## src/rtl/alu_rr_sequencer.sv

```systemverilog
// Round-robin sharing of one combinational ALU between two requesters: IDLE -> EXEC -> RESP.
// Latency: handshake -> response 2 cycles; a stalled response (resp_ready=0) blocks all new grants.
module alu_rr_sequencer #(
  parameter int WIDTH = 32,
  parameter int CNT_W = 16
) (
  input  logic             clk,
  input  logic             rst,
  input  logic             req0_valid,
  output logic             req0_ready,
  input  logic [WIDTH-1:0] req0_a,
  input  logic [WIDTH-1:0] req0_b,
  input  logic [2:0]       req0_ctrl,
  input  logic             req1_valid,
  output logic             req1_ready,
  input  logic [WIDTH-1:0] req1_a,
  input  logic [WIDTH-1:0] req1_b,
  input  logic [2:0]       req1_ctrl,
  output logic [WIDTH-1:0] alu_a,
  output logic [WIDTH-1:0] alu_b,
  output logic [2:0]       alu_ctrl,
  input  logic [WIDTH-1:0] alu_y,
  input  logic             alu_zero,
  output logic             resp_valid,
  input  logic             resp_ready,
  output logic             resp_id,
  output logic [WIDTH-1:0] resp_y,
  output logic             resp_zero,
  output logic             resp_err,
  output logic [CNT_W-1:0] ops_count
);

  typedef enum logic [1:0] {
    S_IDLE = 2'd0,
    S_EXEC = 2'd1,
    S_RESP = 2'd2
  } state_t;

  state_t           r_state;
  state_t           w_state_nxt;
  logic             r_last_grant;
  logic [WIDTH-1:0] r_op_a;
  logic [WIDTH-1:0] r_op_b;
  logic [2:0]       r_op_ctrl;
  logic             r_op_id;
  logic             r_resp_id;
  logic [WIDTH-1:0] r_resp_y;
  logic             r_resp_zero;
  logic             r_resp_err;
  logic [CNT_W-1:0] r_ops_count;

  logic             w_grant_id;
  logic             w_accept;
  logic             w_op_legal;
  logic             w_resp_done;

  // On a tie the requester that did not win last time gets the slot.
  assign w_grant_id  = (req0_valid && req1_valid) ? ~r_last_grant : req1_valid;
  assign req0_ready  = (r_state == S_IDLE) && req0_valid && !w_grant_id;
  assign req1_ready  = (r_state == S_IDLE) && req1_valid &&  w_grant_id;
  assign w_accept    = req0_ready || req1_ready;
  assign w_resp_done = (r_state == S_RESP) && resp_ready;
  assign w_op_legal  = r_op_ctrl inside {3'b000, 3'b001, 3'b010, 3'b110, 3'b111};

  always_comb begin
    w_state_nxt = r_state;
    alu_a       = '0;
    alu_b       = '0;
    alu_ctrl    = 3'b000;
    case (r_state)
      S_IDLE: if (w_accept) w_state_nxt = S_EXEC;
      S_EXEC: begin
        alu_a       = r_op_a;
        alu_b       = r_op_b;
        alu_ctrl    = w_op_legal ? r_op_ctrl : 3'b000;
        w_state_nxt = S_RESP;
      end
      S_RESP: if (resp_ready) w_state_nxt = S_IDLE;
      default: w_state_nxt = S_IDLE;
    endcase
  end

  always_ff @(posedge clk) begin
    if (rst) begin
      r_state      <= S_IDLE;
      r_last_grant <= 1'b1;
      r_op_a       <= '0;
      r_op_b       <= '0;
      r_op_ctrl    <= 3'b000;
      r_op_id      <= 1'b0;
      r_resp_id    <= 1'b0;
      r_resp_y     <= '0;
      r_resp_zero  <= 1'b0;
      r_resp_err   <= 1'b0;
      r_ops_count  <= '0;
    end else begin
      r_state <= w_state_nxt;
      if (w_accept) begin
        r_op_a       <= w_grant_id ? req1_a    : req0_a;
        r_op_b       <= w_grant_id ? req1_b    : req0_b;
        r_op_ctrl    <= w_grant_id ? req1_ctrl : req0_ctrl;
        r_op_id      <= w_grant_id;
        r_last_grant <= w_grant_id;
      end
      if (r_state == S_EXEC) begin
        r_resp_id   <= r_op_id;
        r_resp_y    <= w_op_legal ? alu_y    : '0;
        r_resp_zero <= w_op_legal ? alu_zero : 1'b1;
        r_resp_err  <= !w_op_legal;
      end
      if (w_resp_done) r_ops_count <= r_ops_count + CNT_W'(1);
    end
  end

  assign resp_valid = (r_state == S_RESP);
  assign resp_id    = r_resp_id;
  assign resp_y     = r_resp_y;
  assign resp_zero  = r_resp_zero;
  assign resp_err   = r_resp_err;
  assign ops_count  = r_ops_count;

endmodule

```

## config.mk

```make
export PLATFORM = sky130hd
export DESIGN_NAME = alu_rr_sequencer
export DESIGN_NICKNAME = d
export VERILOG_FILES = /design/src/rtl/alu_rr_sequencer.sv
export SDC_FILE = /design/constraint.sdc
export NUM_CORES = 1
export LEC_CHECK = 0
export ABC_AREA = 1
export BUFFER_PORTS_ARGS = -buffer_cell sky130_fd_sc_hd__buf_2
export CORE_MARGIN = 4
export CORE_UTILIZATION = 41
export DETAILED_ROUTE_END_ITERATION = 8
export GPL_TIMING_DRIVEN = 0
export PLACE_DENSITY = 0.76
export SLEW_MARGIN = 20
export SYNTH_ARGS = -nofsm -noshare
export SYNTH_HDL_FRONTEND = slang
export SYNTH_SLANG_ARGS = --single-unit
```

## constraint.sdc

```tcl
create_clock -name clk -period 1.4 [get_ports clk]
set_clock_uncertainty 0.2 [all_clocks]
set_input_delay 0.21 -clock clk [delete_from_list [all_inputs] [get_ports clk]]
set_output_delay 0.21 -clock clk [all_outputs]
set_load 0.01 [all_outputs]
```

* Yosys cells after proc, flatten, opt, wreduce, memory -nomap -nowiden
Index checks and enable logic that the tools add are counted.
** Storage, ports and cells
- Output and inout port bits :: 121
- Memories kept :: 0
- Word-level logic and storage cells :: 47
- Latch bits :: 0
- Register bits :: 122
- Bits in writable memories :: 0
- ROM bits :: 0
- Input port bits :: 172
** Cells by class
- Multiply operators :: 0
- Reduce and logical (&&, ||, !) cells :: 13
- Bitwise operators :: 1
- Multiplexer cells :: 13
- Magnitude comparators :: 0
- Add/subtract/negate cells :: 1
- Shift operators :: 0
- Divide/modulo/power cells :: 0
- Equal/unequal tests :: 8
** Operators by type and width (number)
- 32-bit two-way mux :: 5
- 16-bit by 1-bit adder with 16-bit output (second input constant) :: 1
- 3-bit two-way mux :: 3
- 3-bit == test (second input constant) :: 2
- 1-bit logical AND :: 6
- 2-bit case mux with 3 select lines :: 1
- 5-bit nonzero test :: 1
- 2-bit two-way mux :: 2
- 3-bit by 1-bit == test with 1-bit output (second input constant) :: 1
- 3-bit by 2-bit == test with 1-bit output (second input constant) :: 1
- 3-bit logical NOT :: 1
- 2-bit by 1-bit == test with 1-bit output (second input constant) :: 1
- 2-bit == test (second input constant) :: 1
- 1-bit logical NOT :: 2
- 2-bit logical NOT :: 1
- 1-bit two-way mux :: 2
- 2-bit by 1-bit != test with 1-bit output (second input constant) :: 1
- 2-bit != test (second input constant) :: 1
- 2-bit AND reduction :: 1
- 1-bit logical OR :: 1
- 1-bit NOT :: 1

* Depth between registers and ports, before layout
- Depth in word-level cells :: 7
- Gate-level depth with buffers :: 10
- Gate-level depth less buffers :: 9

* Worst setup path before layout
OpenSTA, ideal clock, no wires.
- Path kind :: register -> output
- Start point :: register r_state[0]
- End point :: output alu_a[0]
- Path slack :: -178 ps
- Cell stages (with the launch flop) :: 7
- Path buffers :: 2
- Data arrival time :: 1168 ps
- Data required time :: 990 ps
- Cell sequence :: dfxtp_1 inv_1 nor2_1 inv_2 buf_2 buf_2 nor2_1
** Between the ends
- Cells in the longest elaborated chain, start to end :: 2
** RTL lines
- start: declaration :: line 39 : state_t r_state;
- start signal: assignment :: line 97 : r_state <= w_state_nxt;
- 2-bit by 1-bit == test with 1-bit output :: line 70 : case (r_state)
- 32-bit two-way mux :: line 70
- end: declaration :: line 19 : output logic [WIDTH-1:0] alu_a,
Every way passes these cells.

* Final worst setup path
- Start point :: register r_state[1]
- End point :: output alu_a[18]
The elaborated chain is that of the path after synthesis.

==> impl_metrics.ini <==
[placement]
routabilityCongestion = 0.869
io_buffers = 292
dp.cells = 1342
dpl.hpwl_um = 14700

[global_route]
grt_pass1_wl_um = 38400
grt_pass1_vias = 7912
grt.overflow.total = 0
track_usage = 0.299
antenna_found_initial = 3
grt_max_degree = 17

[floorplan]
dieArea_sq_mm = 0.0158
rows = 42
die-height_um = 126
die_x_um = 126
core-area_sq_mm = 0.0134
initial_core_util = 0.425
io_pins = 293

[critical_path]
critPathKind = register to output port
crit_chain = nor2_4, inv_2, buf_12, buf_12, nor2_2, buf_2
critical_path.max_fanout = 10
cp_slowest_cell = dfxtp_4
cpMostUsedCell = buf_12
start_kind = register
ff2ff_path_depth = 9
arrival_ps = 1520
max_stage_delay_ps = 360
cp-end-kind = output port
crit_required_ps = 990
rrSetupSlack_ps = -510
reg2reg_to = r_op_b[8]
r2r_start = r_state[1]

[synth]
synth.most_common_cell = nand2_1
synth_warnings = 0
synth_top_area_share = 0.429
syn-num-nets = 1047
synth_common_cells = 298 x nand2_1, 122 x dfxtp_1, 105 x a21oi_1, 96 x nor2_1, 87 x inv_1
avgSynthCellArea_sq_um = 6.52
yosysUniqueCellTypes = 26
synth_top_cell_by_area = dfxtp_1
synth_seq_area_share = 0.429
synthCells = 874
synth_enable_flop_cells = 0
synth_seq_cells = 122
netlist_area_sq_mm = 0.00570
yosys-top-cells-area = dfxtp_1 43%, nand2_1 20%, a21oi_1 9.2%
synth_top_flop_cell = dfxtp_1
async_flop_share = 0

[sta]
max_freq_mhz = 517
final-setup-viol-count = 188
post-route-worst-setup-slack_ps = -534
max-slew-margin-rel = 0.594
rsz0062_at_grt = true
period_share = 1.38
slew_violations = 0
setup_tns_ps = -64910
hold_ws_ps = -17.8
hold_viol_final = 2
tightest_slew_ps = 609
period_needed_ps = 1930

[route]
wl_per_cell_um = 16.6
num_vias = 7872
drc = 0
wl_um = 25700
first_iter_violations = 536
drt_pass1_iterations = 6
antenna_left = 0
viasPerCell = 5.09

[cts]
clockBufferDepth = 2
cts_max_level = 4
cts.sinks = 122
cts_root_buf = clkbuf_16
clkSlewWorstSetupHoldPaths_ps = 50
cts_made_buffers = 17
clock_latency_ps = 420
cts_tree = built

[flow_run]
maxCapViolCount = 0

[min_path]
min_to = r_op_id
hold_class = input pin to register
worstHoldStart = req0_valid
holdPathStages = 4

[run_status]
violations = negative hold slack, negative setup slack
status = finished with violations

[layout]
area_growth_pct = 81.1
layout.cells.non_filler = 1546
fin_nets = 1526
layout-drive-gt1-share = 0.359

[pwr]
p_per_area_mw_per_mm2 = 1040
power_leakage_nw = 5.08
peakVddDrop_uv = 748
sequential cells by signal (all words and copies together) (netlist names):
register / flops
ops_count: 16
r_last_grant: 1
r_op_a: 32
r_op_b: 32
r_op_ctrl: 3
r_op_id: 1
r_state: 2
resp_err: 1
resp_id: 1
resp_y: 32
resp_zero: 1
kinds of logic (layout without fill, tap and decap cells):
group,after synthesis,after routing,synth area share
AO/OA/AOI/OAI,183,183,0.164
XOR/XNOR,3,3,0.00461
adder cells (fa/ha/maj),1,1,0.00220
buffers and inverters,146,638,0.112
flip-flops,122,122,0.429
other,0,4,0
AND/OR/NAND/NOR,419,419,0.288
placed cells by master (no fill, tap or decap), types with 3 or more instances in the layout:
cell type,n
clkbuf_1,14
nor2_4,27
buf_2,272
nor2_1,48
buf_4,23
nand4_1,5
o21ai_1,47
clkbuf_16,17
clkbuf_2,5
nand2_1,287
dfxtp_1,109
o211a_1,3
a21oi_1,93
dfxtp_2,11
nand2_4,4
buf_12,6
o21ai_0,25
inv_1,83
nor2_2,26
dlygate4sd3_1,148
inv_4,3
clkinvlp_4,6
a21oi_2,12
diode_2,4
nand2_2,11
clkinv_4,3
clkinv_2,5
nand3_1,7
buf_6,42
inv_2,5
layer usage:
metal | vias up | wire (um) | global-route usage
met3 | 141 | 2290 | 0.0885
li1 | 3689 | - | -
met1 | 3564 | 9500 | 0.327
met5 | - | 7 | 0
met4 | 2 | 1460 | 0.199
met2 | 476 | 12500 | 0.501
report_power, final:
group          total (mW)  internal (mW)  switching [mW]  leakage (nW)
registers            3.93           3.81           0.118          1.01
clock network        3.92           2.25            1.67         0.247
logic                2.88           1.30            1.58          3.82
total                10.7           7.36            3.37          5.08
how the worst max path moves through the flow:
stage,from,end,slack (ps),cells after the start
6_report,r_state[1],alu_a[18],-530,6
5_1_grt,r_state[0],alu_a[5],-610,7
4_1_cts,r_state[0],alu_b[26],-580,7
3_5_place_dp,rst,r_op_b[18],-470,6
3_3_place_gp,rst,ops_count[11],-450,6
2_1_floorplan,r_state[0],alu_a[13],-60,6
worst max-delay path: cells and delay by family, from the launching register on:
family                 cells  cell delay (ps)
AND/OR/NAND/NOR            2              220
buffers and inverters      4              520
flip-flops                 1              360
stage by stage:
stage	hold WS, ps	utilization	power [mW]	setup WS [ps]	area (sq um)
final	-17.8	0.770	10.7	-534	10300
after global placement	240	0.557	5.95	-451	7460
after floorplan	153	-	5.22	-63.9	5780
after detailed placement	245	0.557	5.99	-467	7460
after CTS	-39.1	0.735	10.4	-581	9850
after global routing	6.55	0.769	11.2	-610	10300
timing repair:
action                     in CTS  in global routing
pin swaps                       6                 11
setup endpoints to repair     189                199
hold buffers                  148                  0
hold endpoints to repair       96                  0
gates resized for setup        88                110
gates cloned                    1                  1
buffers inserted                7                 12
final cells by class:
| class | count | area, sq um |
|---|---|---|
| diodes | 4 | 10.0 |
| plain buffers | 54 | 459 |
| clock buffers | 17 | 425 |
| clock inverters | 15 | 105 |
| fillers | 851 | 3090 |
| inverters | 91 | 349 |
| multi-input cells | 606 | 2980 |
| flip-flops and latches | 122 | 2460 |
| well taps | 176 | 220 |
| repair buffers | 461 | 3310 |
(Power assumes the default switching activity.)
